--- config.mk ---
export PLATFORM = sky130hd
export DESIGN_NAME = truth_table_sweeper_flat
export DESIGN_NICKNAME = d
export VERILOG_FILES = /design/src/rtl/truth_table_sweeper_if.sv /design/src/rtl/truth_table_sweeper.sv /design/src/flat_wrapper.sv
export SDC_FILE = /design/constraint.sdc
export NUM_CORES = 1
export LEC_CHECK = 0
export CAP_MARGIN = 20
export CORE_ASPECT_RATIO = 0.6
export CORE_MARGIN = 2
export CORE_UTILIZATION = 46
export CTS_CLUSTER_SIZE = 16
export DETAILED_ROUTE_END_ITERATION = 10
export PLACE_DENSITY = 0.73
export SYNTH_ARGS = -nofsm -noshare
export SYNTH_HDL_FRONTEND = slang
export SYNTH_SLANG_ARGS = --single-unit
--- constraint.sdc ---
create_clock -name clk -period 5.08 [get_ports clk]
set_input_delay 1.016 -clock clk [delete_from_list [all_inputs] [get_ports clk]]
set_output_delay 1.016 -clock clk [all_outputs]
set_load 0.02 [all_outputs]
--- src/rtl/truth_table_sweeper_if.sv ---
// -----------------------------------------------------------------------------
// truth_table_sweeper_if
//
// Groups the stimulus/capture signals between a truth_table_sweeper and
// whatever instantiates it. The sweeper drives vec, and the downstream
// combinational block answers on dut_out.
//
// Parameters:
//   N_IN            number of inputs driven on vec (1..6)
//
// Signals:
//   start           sweep request (master -> slave)
//   expected        expected output per combination, bit i for vec=i
//   dut_out         downstream block output (master -> slave)
//   abort           abandon a running sweep (only with SWEEP_ABORT_EN)
//   vec             stimulus to the downstream block (slave -> master)
//   busy            sweep in progress
//   done            one-cycle completion pulse
//   mask            captured outputs, bit i for vec=i
//   match           mask equals latched expected
//   mismatch_count  number of combinations that disagreed
//
// Modports:
//   master          the bench or the controller that requests sweeps
//   slave           the sweeper itself
//
// Build option: define SWEEP_ABORT_EN to add the abort signal.
// -----------------------------------------------------------------------------
interface truth_table_sweeper_if #(
  parameter int N_IN = 3
);
  localparam int N_COMB = 1 << N_IN;

  logic                start;
  logic [N_COMB-1:0]   expected;
  logic                dut_out;
`ifdef SWEEP_ABORT_EN
  logic                abort;
`endif
  logic [N_IN-1:0]     vec;
  logic                busy;
  logic                done;
  logic [N_COMB-1:0]   mask;
  logic                match;
  logic [N_IN:0]       mismatch_count;

  modport master (
    output start, expected, dut_out,
`ifdef SWEEP_ABORT_EN
    output abort,
`endif
    input  vec, busy, done, mask, match, mismatch_count
  );

  modport slave (
    input  start, expected, dut_out,
`ifdef SWEEP_ABORT_EN
    input  abort,
`endif
    output vec, busy, done, mask, match, mismatch_count
  );
endinterface

--- src/rtl/truth_table_sweeper.sv ---
// -----------------------------------------------------------------------------
// truth_table_sweeper
//
// Stimulus/capture stage for a combinational N_IN-input, single-output block.
// On start it walks vec through 0 .. 2**N_IN-1, holds each value for
// SETTLE_CYCLES cycles, samples dut_out into mask[vec], and at the end
// reports whether the captured truth table equals the expected one.
//
// Parameters:
//   N_IN            number of inputs driven on vec (1..6)
//   SETTLE_CYCLES   cycles vec is held before dut_out is sampled (>=1)
//
// Ports:
//   clk             rising-edge clock
//   rst_n           asynchronous active-low reset
//   bus             truth_table_sweeper_if slave modport (see interface)
//
// Timing: each combination costs SETTLE_CYCLES+1 cycles, so done is high in
// the cycle after edge 2**N_IN*(SETTLE_CYCLES+1), counted from the edge that
// accepted start. busy is high in SETTLE and SAMPLE only.
//
// Build option: define SWEEP_ABORT_EN to honour bus.abort, which returns a
// running sweep to IDLE without a done pulse, keeping the partial mask and
// mismatch count.
// -----------------------------------------------------------------------------
module truth_table_sweeper #(
  parameter int N_IN          = 3,
  parameter int SETTLE_CYCLES = 1
) (
  input logic                  clk,
  input logic                  rst_n,
  truth_table_sweeper_if.slave bus
);

  localparam int N_COMB = 1 << N_IN;
  localparam int CNT_W  = (SETTLE_CYCLES > 1) ? $clog2(SETTLE_CYCLES) : 1;

  localparam logic [CNT_W-1:0] CNT_RELOAD = CNT_W'(SETTLE_CYCLES - 1);
  localparam logic [CNT_W-1:0] CNT_ONE    = CNT_W'(1);
  localparam logic [N_IN-1:0]  VEC_LAST   = {N_IN{1'b1}};
  localparam logic [N_IN-1:0]  VEC_ONE    = N_IN'(1);
  localparam logic [N_IN:0]    MM_ONE     = (N_IN + 1)'(1);

  localparam logic [1:0] ST_IDLE   = 2'd0;
  localparam logic [1:0] ST_SETTLE = 2'd1;
  localparam logic [1:0] ST_SAMPLE = 2'd2;
  localparam logic [1:0] ST_DONE   = 2'd3;

  logic [1:0]        state;
  logic [CNT_W-1:0]  settle_cnt;
  logic [N_COMB-1:0] exp_q;
  logic [N_IN-1:0]   vec_q;
  logic              busy_q;
  logic              done_q;
  logic [N_COMB-1:0] mask_q;
  logic              match_q;
  logic [N_IN:0]     mm_q;

  logic [N_COMB-1:0] mask_wr;
  logic              sample_miss;
  logic              abort_req;

  // Mask as it will look after the current sample is written; the final
  // compare uses this so match is already valid in the done cycle.
  // NOTE: every combinational output gets a default first, so no path leaves
  // it unassigned and no latch is inferred.
  always_comb begin
    mask_wr        = mask_q;
    mask_wr[vec_q] = bus.dut_out;
    sample_miss    = (bus.dut_out != exp_q[vec_q]);
  end

`ifdef SWEEP_ABORT_EN
  // abort only matters while a sweep is running.
  assign abort_req = bus.abort && ((state == ST_SETTLE) || (state == ST_SAMPLE));
`else
  assign abort_req = 1'b0;
`endif

  // NOTE: all state in this block uses non-blocking assignments so every
  // register sees the pre-edge value of every other register.
  always_ff @(posedge clk or negedge rst_n) begin
    if (!rst_n) begin
      state      <= ST_IDLE;
      settle_cnt <= '0;
      exp_q      <= '0;
      vec_q      <= '0;
      busy_q     <= 1'b0;
      done_q     <= 1'b0;
      mask_q     <= '0;
      match_q    <= 1'b0;
      mm_q       <= '0;
    end else begin
      done_q <= 1'b0;
      case (state)
        ST_IDLE: begin
          if (bus.start) begin
            exp_q      <= bus.expected;
            mask_q     <= '0;
            mm_q       <= '0;
            match_q    <= 1'b0;
            vec_q      <= '0;
            settle_cnt <= CNT_RELOAD;
            busy_q     <= 1'b1;
            state      <= ST_SETTLE;
          end
        end

        ST_SETTLE: begin
          if (abort_req) begin
            state   <= ST_IDLE;
            busy_q  <= 1'b0;
            vec_q   <= '0;
            match_q <= 1'b0;
          end else if (settle_cnt == '0) begin
            state <= ST_SAMPLE;
          end else begin
            settle_cnt <= settle_cnt - CNT_ONE;
          end
        end

        ST_SAMPLE: begin
          // An abort in the sample cycle wins, so this combination is not
          // recorded at all.
          if (abort_req) begin
            state   <= ST_IDLE;
            busy_q  <= 1'b0;
            vec_q   <= '0;
            match_q <= 1'b0;
          end else begin
            mask_q <= mask_wr;
            if (sample_miss) begin
              mm_q <= mm_q + MM_ONE;
            end
            if (vec_q == VEC_LAST) begin
              // vec stays at the last combination until the next start.
              state   <= ST_DONE;
              busy_q  <= 1'b0;
              done_q  <= 1'b1;
              match_q <= (mask_wr == exp_q);
            end else begin
              vec_q      <= vec_q + VEC_ONE;
              settle_cnt <= CNT_RELOAD;
              state      <= ST_SETTLE;
            end
          end
        end

        ST_DONE: begin
          // start is not looked at here; a held start is taken in IDLE.
          match_q <= (mask_q == exp_q);
          state   <= ST_IDLE;
        end

        default: begin
          state  <= ST_IDLE;
          busy_q <= 1'b0;
        end
      endcase
    end
  end

  assign bus.vec            = vec_q;
  assign bus.busy           = busy_q;
  assign bus.done           = done_q;
  assign bus.mask           = mask_q;
  assign bus.match          = match_q;
  assign bus.mismatch_count = mm_q;

endmodule
--- src/flat_wrapper.sv ---
// flat-port wrapper written by rule: the top's interface ports become plain ports
module truth_table_sweeper_flat 
#(
  parameter int N_IN          = 3,
  parameter int SETTLE_CYCLES = 1
)
  (clk, rst_n, bus_start, bus_expected, bus_dut_out, bus_vec, bus_busy, bus_done, bus_mask, bus_match, bus_mismatch_count);
  truth_table_sweeper_if #(.N_IN(N_IN)) bus_i ();
  input logic clk;
  input logic rst_n;
  input wire logic [$bits(bus_i.start)-1:0] bus_start;
  input wire logic [$bits(bus_i.expected)-1:0] bus_expected;
  input wire logic [$bits(bus_i.dut_out)-1:0] bus_dut_out;
  output wire logic [$bits(bus_i.vec)-1:0] bus_vec;
  output wire logic [$bits(bus_i.busy)-1:0] bus_busy;
  output wire logic [$bits(bus_i.done)-1:0] bus_done;
  output wire logic [$bits(bus_i.mask)-1:0] bus_mask;
  output wire logic [$bits(bus_i.match)-1:0] bus_match;
  output wire logic [$bits(bus_i.mismatch_count)-1:0] bus_mismatch_count;
  assign bus_i.start = bus_start;
  assign bus_i.expected = bus_expected;
  assign bus_i.dut_out = bus_dut_out;
  assign bus_vec = bus_i.vec;
  assign bus_busy = bus_i.busy;
  assign bus_done = bus_i.done;
  assign bus_mask = bus_i.mask;
  assign bus_match = bus_i.match;
  assign bus_mismatch_count = bus_i.mismatch_count;
  truth_table_sweeper #(.N_IN(N_IN), .SETTLE_CYCLES(SETTLE_CYCLES)) u_core (.clk(clk), .rst_n(rst_n), .bus(bus_i));
endmodule
# After elaboration in Yosys (flattened, before gate mapping)
# Index checks and enable logic that the tools add are counted.
# W data, S select, Z words.
word_totals:
  wordCells: 67
  reg_bits: 29
  in_bits: 12
  out_inout_bits: 18
op_classes:
  bitwise: 1
  n_eq_ne: 12
  n_lt_le_gt_ge: 2
  addsub: 3
  mux: 28
  n_reduce_logical: 12
op_table:
  columns: ["op", "n"]
  rows:
  - ["$eq A8 B8 Y1", 2]
  - ["$pmux W8 S2", 1]
  - ["$reduce_and A3 Y1", 5]
  - ["$mux W1", 10]
  - ["$bwmux W8", 1]
  - ["$mux W4", 2]
  - ["$mux W8", 1]
  - ["$pmux W2 S4", 1]
  - ["$pmux W4 S2", 1]
  - ["$mux W2", 3]
  - ["$mux W3", 2]
  - ["$ne A2 B2 Y1 const B", 3]
  - ["$pmux W1 S3", 2]
  - ["$pmux W3 S2", 1]
  - ["$reduce_and A2 Y1", 3]
  - ["$add A4 B1 Y4 const B", 1]
  - ["$eq A2 B2 Y1 const B", 2]
  - ["$lt A3 B4 Y1 const B", 1]
  - ["$ne A2 B1 Y1 const B", 2]
  - ["$add A3 B1 Y3 const B", 1]
  - ["$bmux W1 S3", 1]
  - ["$demux W1 S3", 1]
  - ["$eq A3 B3 Y1 const B", 1]
  - ["$ge A3 B1 Y1 const B", 1]
  - ["other kinds (9)", 9]

# Depth between registers and ports, before layout
depth:
  depth_word: 8
  ltp_mapped: 8
  mapped_depth_nobuf: 6

# Least setup slack after synthesis
# OpenSTA, ideal clock, no wires.
synth_path:
  kind: "in2reg"
  from: "input port bus_start"
  to: "register u_core.exp_q[2]"
  path_buffers: 1
  stages: 3
  t_arrival_ns: 2.079
  slack_ns: 2.877
  setup_ns: 0.125
  t_required_ns: 4.955
  cell_sequence: "nor3b_1 > clkbuf_1 > mux2_2"
synth_via:
  elab_chain_len: 1
synth_rtl:
  columns: ["element", "line", "source"]
  rows:
  - ["from (decl)", "flat_wrapper.sv:11", "input wire logic [$bits(bus_i.start)-1:0] bus_start;"]
  - ["$reduce_and A2 Y1 (no line)", null, null]
  - ["to (signal assigned)", "truth_table_sweeper.sv:98", "exp_q <= bus.expected;"]
  - ["to (decl)", "truth_table_sweeper.sv:51", "logic [N_COMB-1:0] exp_q;"]
# Every way passes these cells.
# A chain may end at the register's enable or synchronous reset.

# Worst setup path in the final report
layout_path:
  from: "register u_core.vec_q[0], in the netlist u_core.bus.vec[0]"
  to: "output port bus_vec[0]"
layout_rtl:
  columns: ["element", "line", "source"]
  rows:
  - ["from (decl)", "truth_table_sweeper.sv:52", "logic [N_IN-1:0] vec_q;"]
  - ["from (signal assigned)", "truth_table_sweeper.sv:142", "vec_q <= vec_q + VEC_ONE;"]
  - ["to (decl)", "flat_wrapper.sv:14", "output wire logic [$bits(bus_i.vec)-1:0] bus_vec;"]
# No word-level cell between the ends.

==> out/results.txt <==
port bufs -> 29
Post-synth top cells -> dfrtp_1, o21ai_0, nand2_1
root buf cell -> clkbuf_8
FF-to-FF path depth -> 6
first-pass GRT wire length -> 7.127 mm
Placement Cell Area -> 1977 um^2
antenna viol nets, final -> 0
Top-Level Pins -> 30
status -> finished, final reports clean
Synth Register Bits -> 28
largest net degree at the start of global routing -> 29
# clock sinks -> 28
endpoints failing setup -> 0
die height -> 50.47 um
Rel. slew slack -> 55.08%
CP Cell Sequence -> clkdlybuf4s50_1
fillers -> 285
CTS tree -> yes
drt via density -> 6.049
post-synthesis mux area share -> 10.96%
reg2reg end -> u_core.bus.mismatch_count[0]$_DFFE_PN0P_
Synth warnings -> 0
critical path type -> flip-flop to output port
ant diodes -> 0
Worst setup SP type -> flip-flop
top-count cell post-synth -> dfrtp_1
# resized after CTS -> 0
Synth Area in XOR/XNOR -> 2.646%
hold-fix buffers at CTS -> 0
post-route worst setup slack -> 2.380 ns
core area -> 3343 um^2
Longest Clk Path Bufs -> 2
Synth Cell Area -> 1655 um^2
hold_sp -> u_core.bus.busy$_DFFE_PN0P_
drt total wl -> 4.220 mm
routed len/inst -> 17.37 um
syn_nets -> 186
ys async rst share -> 100.0%
Compound-Gate Fraction of Synth Area -> 20.26%
initial antenna violation count -> 0
Residual DRC -> 0
die width -> 81.45 um
reg-to-reg slack, setup -> 2.87 ns
Synth Area in Adders -> 2.268%
initial drt markers -> 146
hold path depth -> 1
Crit. End Element -> output port
crit path max-delay cell type -> clkdlybuf4s50_1
Place WS -> 2.156 ns
worst min path class -> flip-flop to flip-flop
cts bufs inserted -> 3
Inst Count DP -> 239
area share of the largest cell type after synthesis -> 42.33%
ranking of synthesized cells by area -> dfrtp_1, mux2_2, mux2i_1
Slew Viols, Final -> 0
Worst EP required -> 4.06 ns
synth unique cells -> 41
layout net count -> 214
number of synthesized flops with an enable pin -> 0
Pleak -> 0.0008682 uW
Yosys top cell by area -> dfrtp_1
crit path DAT -> 1.68 ns
H-tree lvl count -> 1
syn_area_per_cell -> 9.680 um^2
maximum capacitance violations -> 0
1st-pass router iterations -> 5
layout cell share with drive strength beyond 1 -> 10.10%
share of the yosys chip area belonging to registers -> 42.33%
Starting Density -> 49.51%
Post-Route Setup TNS -> 0 ns
final cell count without fillers -> 243
CP top delay family -> buffers and inverters
Final Cycle Share -> 53.14%
reg2reg start -> u_core.bus.vec[0]$_DFFE_PN0P_
Layout area overhead -> 22.75%
fmax -> 370.4 MHz
die area -> 4110 um^2
Max Fanout on Critical Path -> 15
RSZ-0062 raised after global routing -> no
Clk pin slew, worst setup/hold paths -> 0.09 ns
Worst Path Buf+Inv -> 1
post-synthesis simple-gate area fraction -> 16.78%
Finished Cell Area -> 2032 um^2
DP Wirelength -> 3.065 mm
Placer Congestion -> 0.8487
post-CTS setup buffer count -> 0
number of global-route vias before repair -> 1388
vias -> 1470
Clk Latency, worst-skew pair -> 0.28 ns
num rows -> 16
clk_skew -> 0.006017 ns
hold path endpoint -> u_core.bus.busy$_DFFE_PN0P_
pwr dens -> 512.7 nW/um^2
maximum vdd drop -> 0.0003530 V
final hold vios -> 0
total congestion overflow -> 0
actual slew at the worst max-slew pin -> 0.6667 ns
gr usage total -> 23.22%
Main synth FF type -> dfrtp_1
CP peak stage delay -> 0.71 ns
post-layout min period -> 2.700 ns
Post-Syn Instances -> 171
largest family of logic cells by synthesized area -> compound AO/OA/AOI/OAI gates
final hold slack -> 0.5019 ns
[per-stage QoR]
stage / total power, uW / utilization, %
after floorplan: 724.9 / -
after global placement: 871.9 / 59.13
after detailed placement: 893.6 / 59.13
after CTS: 1037 / 60.78
after global routing: 1116 / 60.78
final: 1042 / 60.78
[registers in the layout, indices dropped and copies added, names as in the netlist]
register                   count
u_core.bus.mask                8
u_core.exp_q                   8
u_core.bus.mismatch_count      4
u_core.bus.vec                 3
u_core.state                   2
u_core.bus.busy                1
u_core.bus.done                1
u_core.bus.match               1
[worst max path at each step]
stage / to / startpoint / cells past startpoint / slack, ns
detailed placement: u_core.bus.match$_DFFE_PN0P_ / bus_dut_out / 7 / 2.16
global placement: u_core.bus.mismatch_count[0]$_DFFE_PN0P_ / bus_dut_out / 6 / 2.21
floorplan: u_core.exp_q[2]$_DFFE_PN0P_ / bus_start / 3 / 2.88
CTS: bus_vec[0] / u_core.bus.vec[0]$_DFFE_PN0P_ / 1 / 2.37
global route: u_core.bus.match$_DFFE_PN0P_ / bus_dut_out / 7 / 2.23
finish: bus_vec[0] / u_core.bus.vec[0]$_DFFE_PN0P_ / 1 / 2.38
[report_power, final]
group,switching [uW],internal [uW]
clock network,68.2,69.4
logic,246,237
registers,128,293
total,443,599
[kinds of logic after synthesis]
| family | Yosys count |
|---|---|
| AO/OA/AOI/OAI | 51 |
| AND/OR/NAND/NOR | 50 |
| flip-flops | 28 |
| buffers and inverters | 17 |
| multiplexers | 17 |
| XOR/XNOR | 5 |
| adder cells (fa/ha/maj) | 3 |
[placed cells by master, fill, tap and decap left out, types with 4 or more instances in the layout]
cell type / n
mux2_2: 9
clkdlybuf4s50_1: 29
o22ai_1: 5
clkbuf_8: 4
o21ai_0: 14
mux2i_1: 8
nor2_1: 10
dfrtp_1: 28
a21oi_1: 9
nand2_1: 12
nand3_1: 5
inv_1: 9
a22o_1: 8
nor2b_1: 4
[final cells by class]
class | count | area, um^2 | area share, %
tap | 45 | 56.30 | 2.771
clock buffer | 4 | 55.05 | 2.709
inverter | 9 | 33.78 | 1.663
timing repair buffer | 31 | 305.3 | 15.02
multi-input combinational | 126 | 880.8 | 43.35
sequential | 28 | 700.7 | 34.48
[routing by layer]
| layer | part of all wire (%) | track usage [%] | up-vias |
|---|---|---|---|
| li1 | - | - | 683 |
| met1 | 46 | 34.56 | 694 |
| met2 | 42 | 32.38 | 89 |
| met3 | 12 | 8.094 | 4 |
| met4 | 1.0 | 4.802 | 0 |
| met5 | 0 | 0 | - |
Note: power is estimated with default switching activity, not from simulation.
